[src/rtl/bcd_counter_pkg.sv]
// Shared constants and helpers for the BCD up/down counter.
package bcd_counter_pkg;

    localparam int         BCD_W      = 4;
    localparam logic [3:0] BLANK_CODE = 4'hF;
    localparam logic [3:0] BCD_MAX    = 4'd9;

    // Force a nibble into the legal BCD range; codes A..F become 9.
    function automatic logic [3:0] bcd_clamp(input logic [3:0] d);
        return (d > BCD_MAX) ? BCD_MAX : d;
    endfunction

endpackage

[src/rtl/bcd_digit_cell.sv]
// One BCD digit of the counter chain: computes the digit's next value and
// the carry (counting up) or borrow (counting down) into the next digit.
import bcd_counter_pkg::*;

module bcd_digit_cell (
    input  logic [3:0] digit_i,
    input  logic       up_i,
    input  logic       cin_i,
    output logic [3:0] digit_o,
    output logic       cout_o
);

    // A digit moves only when the digits below it roll over (cin_i).
    always_comb begin
        digit_o = digit_i;
        cout_o  = 1'b0;
        if (cin_i) begin
            if (up_i) begin
                if (digit_i >= BCD_MAX) begin
                    digit_o = 4'd0;
                    cout_o  = 1'b1;
                end else begin
                    digit_o = digit_i + 4'd1;
                end
            end else begin
                if (digit_i == 4'd0) begin
                    digit_o = BCD_MAX;
                    cout_o  = 1'b1;
                end else begin
                    digit_o = digit_i - 4'd1;
                end
            end
        end
    end

endmodule

[src/rtl/bcd_updown_counter.sv]
// N-digit packed-BCD up/down counter with a free-running tick prescaler,
// clear/load, wrap or saturate at the range ends and a wrap carry pulse.
// Optional leading-zero blanking on disp_digits: BCD_COUNTER_LEAD_BLANK_EN.
import bcd_counter_pkg::*;

module bcd_updown_counter #(
    parameter int DIGITS   = 4,
    parameter int TICK_DIV = 50_000_000,
    parameter bit SATURATE = 1'b0
) (
    input  logic                    clk_50M,
    input  logic                    rst,
    input  logic                    en,
    input  logic                    up,
    input  logic                    clear,
    input  logic                    load,
    input  logic [BCD_W*DIGITS-1:0] load_val,
    output logic [BCD_W*DIGITS-1:0] digits,
    output logic [BCD_W*DIGITS-1:0] disp_digits,
    output logic                    tick,
    output logic                    carry,
    output logic                    at_max,
    output logic                    at_zero
);

    localparam int W  = BCD_W * DIGITS;
    localparam int PW = (TICK_DIV > 1) ? $clog2(TICK_DIV) : 1;
    localparam logic [PW-1:0] PRESC_LAST = PW'(TICK_DIV - 1);

    logic [PW-1:0] presc_q, presc_d;
    logic          tick_q, tick_d;
    logic [W-1:0]  digits_q, digits_d;
    logic          carry_q, carry_d;
    logic [W-1:0]  step_val;
    logic [DIGITS:0] chain;
    logic          wrap;

    // Prescaler next value; tick is registered so it lines up with the
    // cycle in which the prescaler sits at its last value.
    always_comb begin
        presc_d = (presc_q == PRESC_LAST) ? '0 : presc_q + 1'b1;
        tick_d  = (presc_d == PRESC_LAST);
    end

    // Free-running prescaler; only rst touches it.
    always_ff @(posedge clk_50M) begin
        if (rst) begin
            presc_q <= '0;
            tick_q  <= 1'b0;
        end else begin
            presc_q <= presc_d;
            tick_q  <= tick_d;
        end
    end

    // Ripple of carry/borrow through all digits in a single cycle.
    assign chain[0] = 1'b1;
    for (genvar i = 0; i < DIGITS; i++) begin : gen_cell
        bcd_digit_cell u_cell (
            .digit_i (digits_q[BCD_W*i +: BCD_W]),
            .up_i    (up),
            .cin_i   (chain[i]),
            .digit_o (step_val[BCD_W*i +: BCD_W]),
            .cout_o  (chain[i+1])
        );
    end
    assign wrap = chain[DIGITS];

    // Priority clear > load > step; a step that would wrap is dropped when
    // saturating, and a step discarded by clear/load never raises carry.
    always_comb begin
        digits_d = digits_q;
        carry_d  = 1'b0;
        if (clear) begin
            digits_d = '0;
        end else if (load) begin
            for (int i = 0; i < DIGITS; i++) begin
                digits_d[BCD_W*i +: BCD_W] = bcd_clamp(load_val[BCD_W*i +: BCD_W]);
            end
        end else if (tick_q && en) begin
            if (!(wrap && SATURATE)) begin
                digits_d = step_val;
                carry_d  = wrap;
            end
        end
    end

    // Count and carry registers.
    always_ff @(posedge clk_50M) begin
        if (rst) begin
            digits_q <= '0;
            carry_q  <= 1'b0;
        end else begin
            digits_q <= digits_d;
            carry_q  <= carry_d;
        end
    end

    assign digits  = digits_q;
    assign tick    = tick_q;
    assign carry   = carry_q;
    assign at_zero = (digits_q == '0);
    assign at_max  = (digits_q == {DIGITS{BCD_MAX}});

`ifdef BCD_COUNTER_LEAD_BLANK_EN
    logic seen_nz;

    // Blank every digit above the most significant non-zero one; digit 0
    // always shows so a zero count still displays "0".
    always_comb begin
        disp_digits = digits_q;
        seen_nz     = 1'b0;
        for (int i = DIGITS - 1; i >= 1; i--) begin
            if (digits_q[BCD_W*i +: BCD_W] != 4'd0) begin
                seen_nz = 1'b1;
            end
            if (!seen_nz) begin
                disp_digits[BCD_W*i +: BCD_W] = BLANK_CODE;
            end
        end
    end
`else
    assign disp_digits = digits_q;
`endif

endmodule

[config.mk]
export PLATFORM = sky130hd
export DESIGN_NAME = bcd_updown_counter
export DESIGN_NICKNAME = d
export VERILOG_FILES = /design/src/rtl/bcd_counter_pkg.sv /design/src/rtl/bcd_digit_cell.sv /design/src/rtl/bcd_updown_counter.sv
export SDC_FILE = /design/constraint.sdc
export NUM_CORES = 1
export LEC_CHECK = 0
export BUFFER_PORTS_ARGS = -buffer_cell sky130_fd_sc_hd__buf_4
export CAP_MARGIN = 20
export CORE_UTILIZATION = 30
export DETAILED_ROUTE_END_ITERATION = 16
export GPL_ROUTABILITY_DRIVEN = 0
export PLACE_DENSITY = 0.53
export SYNTH_ARGS = -nofsm -noshare
export SYNTH_HDL_FRONTEND = slang
export SYNTH_SLANG_ARGS = --single-unit
[constraint.sdc]
create_clock -name clk_50M -period 2.9 [get_ports clk_50M]
set_clock_uncertainty 0.15 [all_clocks]
set_input_delay 0.29 -clock clk_50M [delete_from_list [all_inputs] [get_ports clk_50M]]
set_output_delay 0.29 -clock clk_50M [all_outputs]
set_load 0.02 [all_outputs]
Word-level counts from Yosys, hierarchy flattened
Cells that the tools add are included.
{"block": "op_classes", "add_sub_neg": 9, "n_lt_le_gt_ge": 8, "eq_ne": 3, "n_mux": 36, "bitwise": 2, "n_reduce_logical": 15}
{"cell": "2-to-1 mux 4 bit", "n": 19}
{"cell": "equality test 26 bit, second input constant", "n": 2}
{"cell": "2-to-1 mux 16 bit", "n": 2}
{"cell": "adder 26 x 1 -> 26 bit, second input constant", "n": 1}
{"cell": "2-to-1 mux 26 bit", "n": 1}
{"cell": "adder 4 x 1 -> 4 bit, second input constant", "n": 4}
{"cell": "equality test 16 bit, second input constant", "n": 1}
{"cell": ">= comparator 4 bit, second input constant", "n": 4}
{"cell": "> comparator 4 bit, second input constant", "n": 4}
{"cell": "zero test 16 bit", "n": 1}
{"cell": "zero test 4 bit", "n": 4}
{"cell": "subtractor 4 x 1 -> 4 bit, second input constant", "n": 4}
{"cell": "2-to-1 mux 1 bit", "n": 14}
{"cell": "nonzero test 2 bit", "n": 4}
{"cell": "AND reduction 2 bit", "n": 3}
{"cell": "OR reduction 5 bit", "n": 1}
{"cell": "inverter 1 bit", "n": 2}
{"cell": "OR reduction 2 bit", "n": 1}
{"cell": "logical AND 1 bit", "n": 1}
{"block": "word_totals", "reg_bits": 44, "input_bits": 22, "elab_cells": 80}

Depth between registers and ports, before layout
Gate-level depths: netlist (run 1).
{"block": "depth", "word_depth": 8, "ltp_mapped": 9, "ltp_nobuf": 8}

By module
Synthesis (run 1) repeated with hierarchy kept, for this count alone.
{"block": "hier_totals", "hier_cells": 455, "area_unflattened_um2": 3641.0}
{"module": "bcd_updown_counter", "instances": 1, "cells_each": 303, "area_per_inst_um2": 2479.9, "seq_area_each_um2": 880.8}
{"module": "bcd_digit_cell", "instances": 4, "cells_each": 38, "area_per_inst_um2": 290.3, "seq_area_each_um2": 0.0}

Least setup slack after synthesis (run 1)
No wires, ideal clock.
{"block": "synth_path", "kind": "reg-to-reg", "startpoint": "register digits_q[5], in the netlist digits[5]", "endpoint": "register digits_q[12], in the netlist digits[12]", "arrival_ns": 2.229, "required_time_ns": 2.635, "slack_ns": 0.406, "stages_incl_launch_ff": 10, "path_buffers": 1, "path_cell_list": "dfxtp_1 > inv_1 > ha_1 > or3b_2 > a31o_2 > and4_1 > clkbuf_1 > a21oi_1 > a31oi_1 > o21a_1"}
{"block": "synth_between", "elab_chain_cells": 7, "elab_cells_between_ends": 9, "cone_classes": "order compare (1); mux (5); reduce/logical (3)"}
{"item": "from (decl)", "line_no": "bcd_updown_counter.sv:32", "text": "logic [W-1:0] digits_q, digits_d;"}
{"item": "from (signal assigned)", "line_no": "bcd_updown_counter.sv:94", "text": "digits_q <= digits_d;"}
{"item": ">= comparator 4 bit or zero test 4 bit (tied branches)", "line_no": "bcd_digit_cell.sv:19, bcd_digit_cell.sv:26"}
{"item": "2-to-1 mux 1 bit, on equally long branches", "line_no": "bcd_digit_cell.sv:19, bcd_digit_cell.sv:26"}
{"item": "2-to-1 mux 1 bit (*)", "line_no": "bcd_digit_cell.sv:18", "text": "if (up_i) begin"}
{"item": "2-to-1 mux 1 bit (*) (2 in a row)", "line_no": "bcd_digit_cell.sv:17", "text": "if (cin_i) begin"}
{"item": "nonzero test 2 bit (no source line) (*)"}
{"item": "AND reduction 2 bit (no source line) (*)"}
Every way passes the cells marked *; elsewhere a longest branch is shown, timed or not.
A chain may end at the register's enable or synchronous reset.

Final worst setup path (run 1)
{"block": "layout_path", "startpoint": "register digits_q[1], in the netlist digits[1]", "endpoint": "register digits_q[4], in the netlist digits[4]"}
{"block": "layout_between", "elab_chain_cells": 5, "elab_cells_between_ends": 7, "cone_classes": "order compare (1); mux (3); reduce/logical (3)"}
{"item": ">= comparator 4 bit or zero test 4 bit (tied branches)", "line_no": "bcd_digit_cell.sv:19, bcd_digit_cell.sv:26"}
{"item": "2-to-1 mux 1 bit, on equally long branches", "line_no": "bcd_digit_cell.sv:19, bcd_digit_cell.sv:26"}
{"item": "2-to-1 mux 1 bit (*)", "line_no": "bcd_digit_cell.sv:18"}
{"item": "nonzero test 2 bit (no source line) (*)"}
{"item": "AND reduction 2 bit (no source line) (*)"}
Marked as above.

==> results of run 1 <==
## per-layer routing
layer	vias up	part of all wire, %	track usage (%)	wire (microns)
met5	-	0	0	0
met2	112	49	28.2	4300
li1	1611	-	-	-
met1	1487	46	19.5	4020
met4	0	1.3	4.11	114
met3	10	4.4	2.39	390
## cell usage in the layout (no fill, tap or decap), types with 13 or more instances in the layout
cell,instances
nor3_1,13
inv_1,23
dfxtp_1,44
o21ai_0,18
buf_4,62
nand4_1,17
nor2_1,58
nand2_1,26
ha_1,13
a21oi_1,22
xor2_1,15
nand3_1,14
## critical path, delay by kind of cell, from the launching register on
kind            cells  cell delay, ns
buf+inv             1            0.14
flops               1            0.39
fa+ha+maj           1            0.32
simple gates        2            0.76
compound gates      4            0.78
## metrics by stage
step           instances  hold WS (ns)  util (%)
6_report             598        0.0668      36.1
5_1_grt              598        0.0672      36.1
4_1_cts              598        0.0635      36.1
3_5_place_dp         590         0.348      35.2
3_3_place_gp         590         0.340      35.2
2_1_floorplan        437         0.265         -
## cell type report
| class | instances | share of cell area (%) |
|---|---|---|
| Multi-Input combinational cell | 325 | 55.1 |
| Sequential cell | 44 | 23.3 |
| Timing Repair Buffer | 62 | 12.3 |
| Tap cell | 136 | 4.51 |
| Inverter | 23 | 2.29 |
| Clock buffer | 6 | 2.19 |
| Clock inverter | 2 | 0.265 |
## worst max path at each step
| stage | end | slack, ns | cells after the start |
|---|---|---|---|
| 6_report | digits[4] | 0.27 | 8 |
| 5_1_grt | digits[5] | 0.1 | 8 |
| 4_1_cts | digits[4] | 0.29 | 8 |
| 3_5_place_dp | digits[4] | 0.31 | 8 |
| 3_3_place_gp | digits[4] | 0.34 | 8 |
| 2_1_floorplan | digits[12] | 0.41 | 9 |
## power by group
part / internal (W) / switching, W / total (W)
Clock: 0.000191 / 0.000224 / 0.000415
Sequential: 0.000614 / 0.0000251 / 0.000639
Combinational: 0.0000908 / 0.000116 / 0.000207
Total: 0.000896 / 0.000365 / 0.00126
## cells by family (layout without fill, tap and decap cells)
group           Yosys count  after routing  share of synthesized area [%]
simple gates            186            186                           30.5
buf+inv                  68             93                           9.70
flops                    44             44                           26.9
compound gates           99             99                           20.7
xor+xnor                 25             25                           6.68
mux                       2              2                          0.611
fa+ha+maj                13             13                           4.97
## state kept, by name, summed over array words and instances, names as in the netlist
| name | cells |
|---|---|
| presc_q | 26 |
| digits | 16 |
| carry | 1 |
| tick | 1 |
==> flow_summary.json, run 1 <==
{
  "dieArea_sq_um": 11300,
  "synthTopCellsByArea": "dfxtp_1, nor2_1, ha_1",
  "power_leakage_nw": 1.42,
  "n_antenna_cell": 0,
  "r2r-start": "digits[1]",
  "h-tree-depth": 2,
  "wire_per_inst_microns": 14.8,
  "synth_cell_types": 65,
  "dp_slack_ns": 0.306,
  "yosysSeqAreaShare_pct": 26.9,
  "detail_route.wirelength_mm": 8.82,
  "die_height_microns": 106,
  "synth_seq_cells": 44,
  "synth_top_area_share_pct": 26.9,
  "ff2ff_path_depth": 8,
  "crit_chain": "inv_1 -> ha_1 -> or3b_2 -> a31o_2 -> nand2_1 -> o21bai_1 -> a211oi_1 -> a311oi_1",
  "seq_area_sq_um": 881,
  "place_area_sq_um": 3680,
  "yosysMostFrequentCell": "nor2_1",
  "num_vias": 3220,
  "drtIter0Drc": 156,
  "cts.sinks": 44,
  "cts.path.max_buffers": 2,
  "grt_pass1_vias": 3027,
  "multi_input_comb_area_sq_um": 2080,
  "tns_ns": 0,
  "grt_pass1_wl_mm": 14.5,
  "status": "finished clean",
  "cts_root_buffer": "clkbuf_8",
  "period_share_pct": 90.5,
  "reg2reg_to": "digits[4]",
  "avgSynthCellArea_sq_um": 7.50,
  "start_util_pct": 31.3,
  "clock_latency_ns": 0.30,
  "grt_max_degree": 44,
  "setup_violations": 0,
  "grt_use_total_pct": 15.8,
  "hold_depth": 3,
  "syn2layout_area_growth_pct": 15.2,
  "crit_path_start": "digits[1]",
  "async_flop_share_pct": 0,
  "slowest_stage": "or3b_2",
  "syn_inst": 437,
  "slowest_delay_ns": 0.51,
  "final_area_sq_um": 3770,
  "fin_crit_ns": 2.63,
  "overflow": 0,
  "n_fill_cell": 1126,
  "die_w_microns": 106,
  "worstPathMaxFanout": 9,
  "r2r_setup_slack_ns": 0.27,
  "yosysWarnings": 0,
  "synth_area_sq_um": 3280,
  "required_ns": 2.97,
  "finalHoldViolations": 0,
  "final_nets": 496,
  "core_area_sq_um": 10500,
  "syn-num-nets": 472,
  "path_clk_slew_ns": 0.10,
  "peakVddDrop_v": 0.000168,
  "powerDensity_nw_per_um2": 334,
  "critPathKind": "flip-flop to flip-flop",
  "numPortBuffers": 57,
  "critPathArrivalTime_ns": 2.70,
  "worst_pin_slew_ns": 0.716,
  "hold_path_startpoint": "load_val[13]",
  "hpwlAfterDp_mm": 6.42,
  "cts_tree": "done",
  "route.detailed.drc": 0,
  "postLayoutSetupSlackWorst_ns": 0.275,
  "crit_path_start_kind": "flip-flop",
  "endpoint_kind": "flip-flop",
  "hp-class": "input pin to flip-flop",
  "finalPower_w": 0.00126,
  "drtAntennaViolNets": 0,
  "yosys.area.top_type": "dfxtp_1",
  "synth_edf_count": 0,
  "rsz0062_at_grt": "false",
  "maxCapViolCount": 0,
  "cts.repair.resized": 0,
  "viasPerCell": 5.38,
  "drive_above_1_share_pct": 17.5,
  "cts_buffers": 5,
  "synthFlopType": "dfxtp_1",
  "hold_buffers": 0,
  "first_pass_iters": 4,
  "rows": 37,
  "min_to": "digits[13]",
  "drv_slew": 0,
  "slew_headroom_pct": 51.9,
  "post-cts-setup-buffer-count": 0,
  "clock.fmax_mhz": 381,
  "antenna_found_initial": 0,
  "synth_common_cells": "nor2_1, dfxtp_1, clkbuf_1, nand2_1, inv_1",
  "ioPinCount": 58
}
No activity file was read; power rests on OpenSTA's default activity.
==> run 2, diff against run 1 <==
- CELL_PAD_IN_SITES_DETAIL_PLACEMENT: default -> 0
- CELL_PAD_IN_SITES_GLOBAL_PLACEMENT: default -> 1
- MAX_ROUTING_LAYER: default -> met4
- PLACE_DENSITY: 0.53 -> 0.67
==> run 2 against run 1 <==
Net effect:
- non-clock buffer count grew 1
- routed wire length grew 0.74%
- register-to-register slack lost 0.03 ns
- critical path depth is the same
- count of clock-buffer cells in the layout is the same
- maximum frequency shrank 1.2%
- sequential power is essentially flat
- flip-flop and latch count is the same
- global-route usage grew 0.45 points
- combinational power is essentially flat
- cell area grew 0.60%
==> flow_summary.json, run 2 (synthesized netlist as in run 1, its figures left out) <==
{
  "die_w_microns": 106,
  "hpwlAfterDp_mm": 6.44,
  "place_area_sq_um": 3690,
  "layout_commonest_cell": "buf_4",
  "critPathKind": "flip-flop to flip-flop",
  "cts.repair.resized": 0,
  "cts_tree": "done",
  "rows": 37,
  "first_pass_iters": 5,
  "drtAntennaViolNets": 0,
  "drtIter0Drc": 95,
  "grt_pass1_vias": 3013,
  "num_vias": 3255,
  "switchingPower_w": 0.000363,
  "fin_crit_ns": 2.66,
  "top_register": "presc_q",
  "required_ns": 2.96,
  "endpoint_kind": "flip-flop",
  "final_nets": 497,
  "critPathArrivalTime_ns": 2.72,
  "syn2layout_area_growth_pct": 15.9,
  "clock_latency_ns": 0.31,
  "final_area_sq_um": 3790,
  "antenna_found_initial": 0,
  "p_sw_share_pct": 27.4,
  "grt_use_total_pct": 16.2,
  "status": "finished clean",
  "n_antenna_cell": 0,
  "setup_violations": 0,
  "finalHoldViolations": 0,
  "viasPerCell": 5.43,
  "start_util_pct": 31.3,
  "core_area_sq_um": 10500,
  "grt_pass1_wl_mm": 14.5,
  "h-tree-depth": 2,
  "intPower_w": 0.000962,
  "slowest_delay_ns": 0.52,
  "detail_route.wirelength_mm": 8.89,
  "drv_slew": 0,
  "cts.sinks": 44,
  "grt_max_degree": 44,
  "numPortBuffers": 57,
  "slew_headroom_pct": 56.6,
  "final_cell_mix": "buf_4, nor2_1, dfxtp_1",
  "maxCapViolCount": 0,
  "hold_depth": 2,
  "wire_per_inst_microns": 14.8,
  "overflow": 0,
  "die_height_microns": 106,
  "path_clk_slew_ns": 0.09,
  "ff2ff_path_depth": 8,
  "hp-class": "input pin to flip-flop",
  "worstPathMaxFanout": 9,
  "cts_buffers": 5,
  "hold_buffers": 0,
  "drive_above_1_share_pct": 17.5,
  "power_leakage_nw": 1.43,
  "ioPinCount": 58,
  "route.detailed.drc": 0,
  "powerDensity_nw_per_um2": 349,
  "worst_pin_slew_ns": 0.645,
  "clock.fmax_mhz": 376,
  "cts_root_buffer": "clkbuf_8",
  "cts.path.max_buffers": 2,
  "peakVddDrop_v": 0.000154,
  "slowest_stage": "or3b_2",
  "pwr-share-clk_pct": 36.0,
  "period_share_pct": 91.6,
  "rsz0062_at_grt": "false",
  "dieArea_sq_um": 11300,
  "combPwrFrac_pct": 15.9,
  "largest_register_ffs": 26,
  "seq_power_share_pct": 48.2,
  "tns_ns": 0,
  "crit_path_start_kind": "flip-flop",
  "crit_chain": "inv_1 -> ha_1 -> or3b_2 -> a31o_2 -> nand2_1 -> o21bai_1 -> a211oi_1 -> a311oi_1",
  "post-cts-setup-buffer-count": 0
}
run 2: metal layers:
metal | track usage (%) | vias to the layer above | routed length, microns | share of wire, %
li1 | - | 1605 | - | -
met1 | 19.2 | 1545 | 4000 | 45
met2 | 28.8 | 89 | 4470 | 50
met3 | 2.27 | 16 | 304 | 3.4
met4 | 4.11 | 0 | 112 | 1.3
met5 | - | - | 0 | 0
run 2: path summary, 6_finish.rpt:
check / start / to / slack (ns)
setup / recovery: digits[1] / digits[4] / 0.24
hold / removal: load_val[14] / digits[14] / 0.05
setup reg to reg: digits[1] / digits[4] / 0.24
hold reg to reg: presc_q[0] / presc_q[0] / 0.35
run 2: critical path: cells and delay by family (launching register included):
kind            cells  cell delay, ns
buf+inv             1            0.15
compound gates      4            0.80
flops               1            0.39
fa+ha+maj           1            0.33
simple gates        2            0.75
run 2: area by class of cell:
cell class,count,area (sq um)
clock buffer,6,72.6
clock inverter,2,35.0
fill,1136,6670
inverter,23,86.3
multi-input combinational,325,2080
sequential,44,881
tap,136,170
timing repair buffer,63,473
run 2: per-stage QoR:
stage	std cells	hold WS, ns	setup slack (ns)	power, W	utilization [%]
floorplan	437	0.265	0.406	0.000787	-
global placement	591	0.328	0.287	0.000862	35.2
detailed placement	591	0.330	0.285	0.000862	35.2
CTS	599	0.0421	0.259	0.00134	36.3
global route	599	0.0603	0.0891	0.00139	36.3
finish	599	0.0477	0.243	0.00132	36.3
run 2: power by group through the flow:
stage	Clock, W	Sequential, W	Combinational (W)
final	0.000476	0.000638	0.000210
after global routing	0.000515	0.000641	0.000230
after CTS	0.000496	0.000638	0.000210
after detailed placement	0	0.000652	0.000210
after global placement	0	0.000651	0.000211
after floorplan	0	0.000650	0.000137
==> run 3, diff against run 2 <==
- BUFFER_PORTS_ARGS: -buffer_cell sky130_fd_sc_hd__buf_4 -> -buffer_cell sky130_fd_sc_hd__buf_2
- CAP_MARGIN: 20 -> default
==> run 3 against run 2 <==
Net effect:
- die area unchanged
- count of clock-buffer cells in the layout increased by 1
- power increased by 2.9%
- critical path depth unchanged
- maximum frequency increased by 2.2%
- via count decreased by 1.5%
- global-route usage increased by 0.57 points
- clock power increased by 12%
- sequential power about the same
- final cell count increased by 0.17%
- flip-flop and latch count unchanged
- sequential share of layout area increased by 0.73 points
- critical endpoint unchanged
- largest cell class unchanged
- highest routed layer unchanged
==> flow_summary.json, run 3 (synthesized netlist as in run 1, its figures left out) <==
{
  "powerDensity_nw_per_um2": 371,
  "crit_end": "digits[4]",
  "layout_commonest_cell": "nor2_1",
  "rsz0062_at_grt": "false",
  "power_leakage_nw": 1.43,
  "start_util_pct": 31.3,
  "cts.repair.resized": 0,
  "wire_per_inst_microns": 15.1,
  "cts_root_buffer": "clkbuf_8",
  "syn2layout_area_growth_pct": 12.3,
  "peakVddDrop_v": 0.000187,
  "path_clk_slew_ns": 0.09,
  "final_nets": 498,
  "required_ns": 2.96,
  "endpoint_kind": "flip-flop",
  "r2r_setup_slack_ns": 0.30,
  "cts_buffers": 5,
  "drtIter0Drc": 123,
  "overflow": 0,
  "critPathKind": "flip-flop to flip-flop",
  "ff2ff_path_depth": 8,
  "top_register": "presc_q",
  "period_share_pct": 89.6,
  "cts.sinks": 44,
  "fin_crit_ns": 2.60,
  "grt_use_total_pct": 16.8,
  "final_cell_mix": "nor2_1, buf_2, dfxtp_1",
  "die_w_microns": 106,
  "grt_pass1_vias": 3000,
  "slowest_delay_ns": 0.51,
  "slew_headroom_pct": 51.0,
  "cts.path.max_buffers": 2,
  "reg2reg_to": "digits[4]",
  "antenna_found_initial": 0,
  "cts_tree": "done",
  "r2r-start": "digits[1]",
  "critPathArrivalTime_ns": 2.66,
  "clock.fmax_mhz": 385,
  "place_area_sq_um": 3550,
  "first_pass_iters": 4,
  "hpwlAfterDp_mm": 6.58,
  "h-tree-depth": 2,
  "n_fill_cell": 1142,
  "largest_register_ffs": 26,
  "drive_above_1_share_pct": 17.9,
  "clock_latency_ns": 0.30,
  "viasPerCell": 5.34,
  "num_vias": 3205,
  "slowest_stage": "or3b_2",
  "grt_max_degree": 33,
  "tns_ns": 0,
  "hold_depth": 2,
  "route.detailed.drc": 0,
  "status": "finished clean",
  "worst_pin_slew_ns": 0.728,
  "crit_path_start_kind": "flip-flop",
  "drv_slew": 0,
  "crit_path_start": "digits[1]",
  "worstPathMaxFanout": 9,
  "grt_pass1_wl_mm": 14.9,
  "hp-class": "input pin to flip-flop",
  "hold_buffers": 0,
  "ioPinCount": 58,
  "crit_chain": "inv_1 -> ha_1 -> or3b_2 -> a31o_2 -> nand2_1 -> o21bai_1 -> a211oi_1 -> a311oi_1",
  "numPortBuffers": 57,
  "die_height_microns": 106,
  "rows": 37,
  "setup_violations": 0,
  "finalHoldViolations": 0,
  "post-cts-setup-buffer-count": 0,
  "core_area_sq_um": 10500,
  "detail_route.wirelength_mm": 9.07,
  "drtAntennaViolNets": 0,
  "final_area_sq_um": 3680,
  "maxCapViolCount": 0,
  "dieArea_sq_um": 11300,
  "n_antenna_cell": 0
}
[run 3: cell count changes in the layout (fill, tap and decap cells not counted), sizes merged]
cell	before	now
buf	63	64
clkbuf	6	7
clkinv	1	0
[run 3: worst max-delay path: cells and delay by family, from the launching register on]
family	cells	cell delay, ns
AND/OR/NAND/NOR	2	0.74
AO/OA/AOI/OAI	4	0.79
adder cells (fa/ha/maj)	1	0.32
buffers and inverters	1	0.15
flip-flops	1	0.38
[run 3: how the worst min path moves through the flow]
stage | from | end | slack (ns)
after floorplan | load_val[14] | digits[14] | 0.27
after global placement | presc_q[0] | presc_q[0] | 0.33
after detailed placement | presc_q[0] | presc_q[0] | 0.34
after CTS | load_val[14] | digits[14] | 0.05
after global routing | load_val[14] | digits[14] | 0.06
final | load_val[14] | digits[14] | 0.07
[run 3: power breakdown]
| group | total [W] | switching [W] | internal [W] |
|---|---|---|---|
| registers | 0.000637 | 0.0000229 | 0.000614 |
| logic | 0.000195 | 0.000120 | 0.0000758 |
| clock network | 0.000531 | 0.000226 | 0.000305 |
[run 3: area by class of cell]
cell class / count / area, sq um / area share (%)
Sequential cell: 44 / 881 / 23.9
Multi-Input combinational cell: 325 / 2080 / 56.5
Clock inverter: 1 / 30.0 / 0.816
Inverter: 23 / 86.3 / 2.35
Tap cell: 136 / 170 / 4.63
Timing Repair Buffer: 64 / 338 / 9.18
Clock buffer: 7 / 96.3 / 2.62
[run 3: routing by layer]
metal / GRT usage [%] / up-vias / share of wire [%]
li1: - / 1608 / -
met1: 20.2 / 1510 / 45
met2: 29.3 / 77 / 50
met3: 2.33 / 10 / 3.6
met4: 4.50 / 0 / 1.1
met5: - / - / 0
[run 3: through the flow]
| step | instances | total power, W | setup WS (ns) | hold slack [ns] | util (%) |
|---|---|---|---|---|---|
| detailed placement | 592 | 0.000846 | 0.309 | 0.336 | 34.0 |
| finish | 600 | 0.00136 | 0.300 | 0.0661 | 35.2 |
| CTS | 600 | 0.00139 | 0.286 | 0.0530 | 35.2 |
| floorplan | 437 | 0.000787 | 0.406 | 0.265 | - |
| global placement | 592 | 0.000845 | 0.333 | 0.332 | 34.0 |
| global route | 600 | 0.00144 | 0.0945 | 0.0638 | 35.2 |
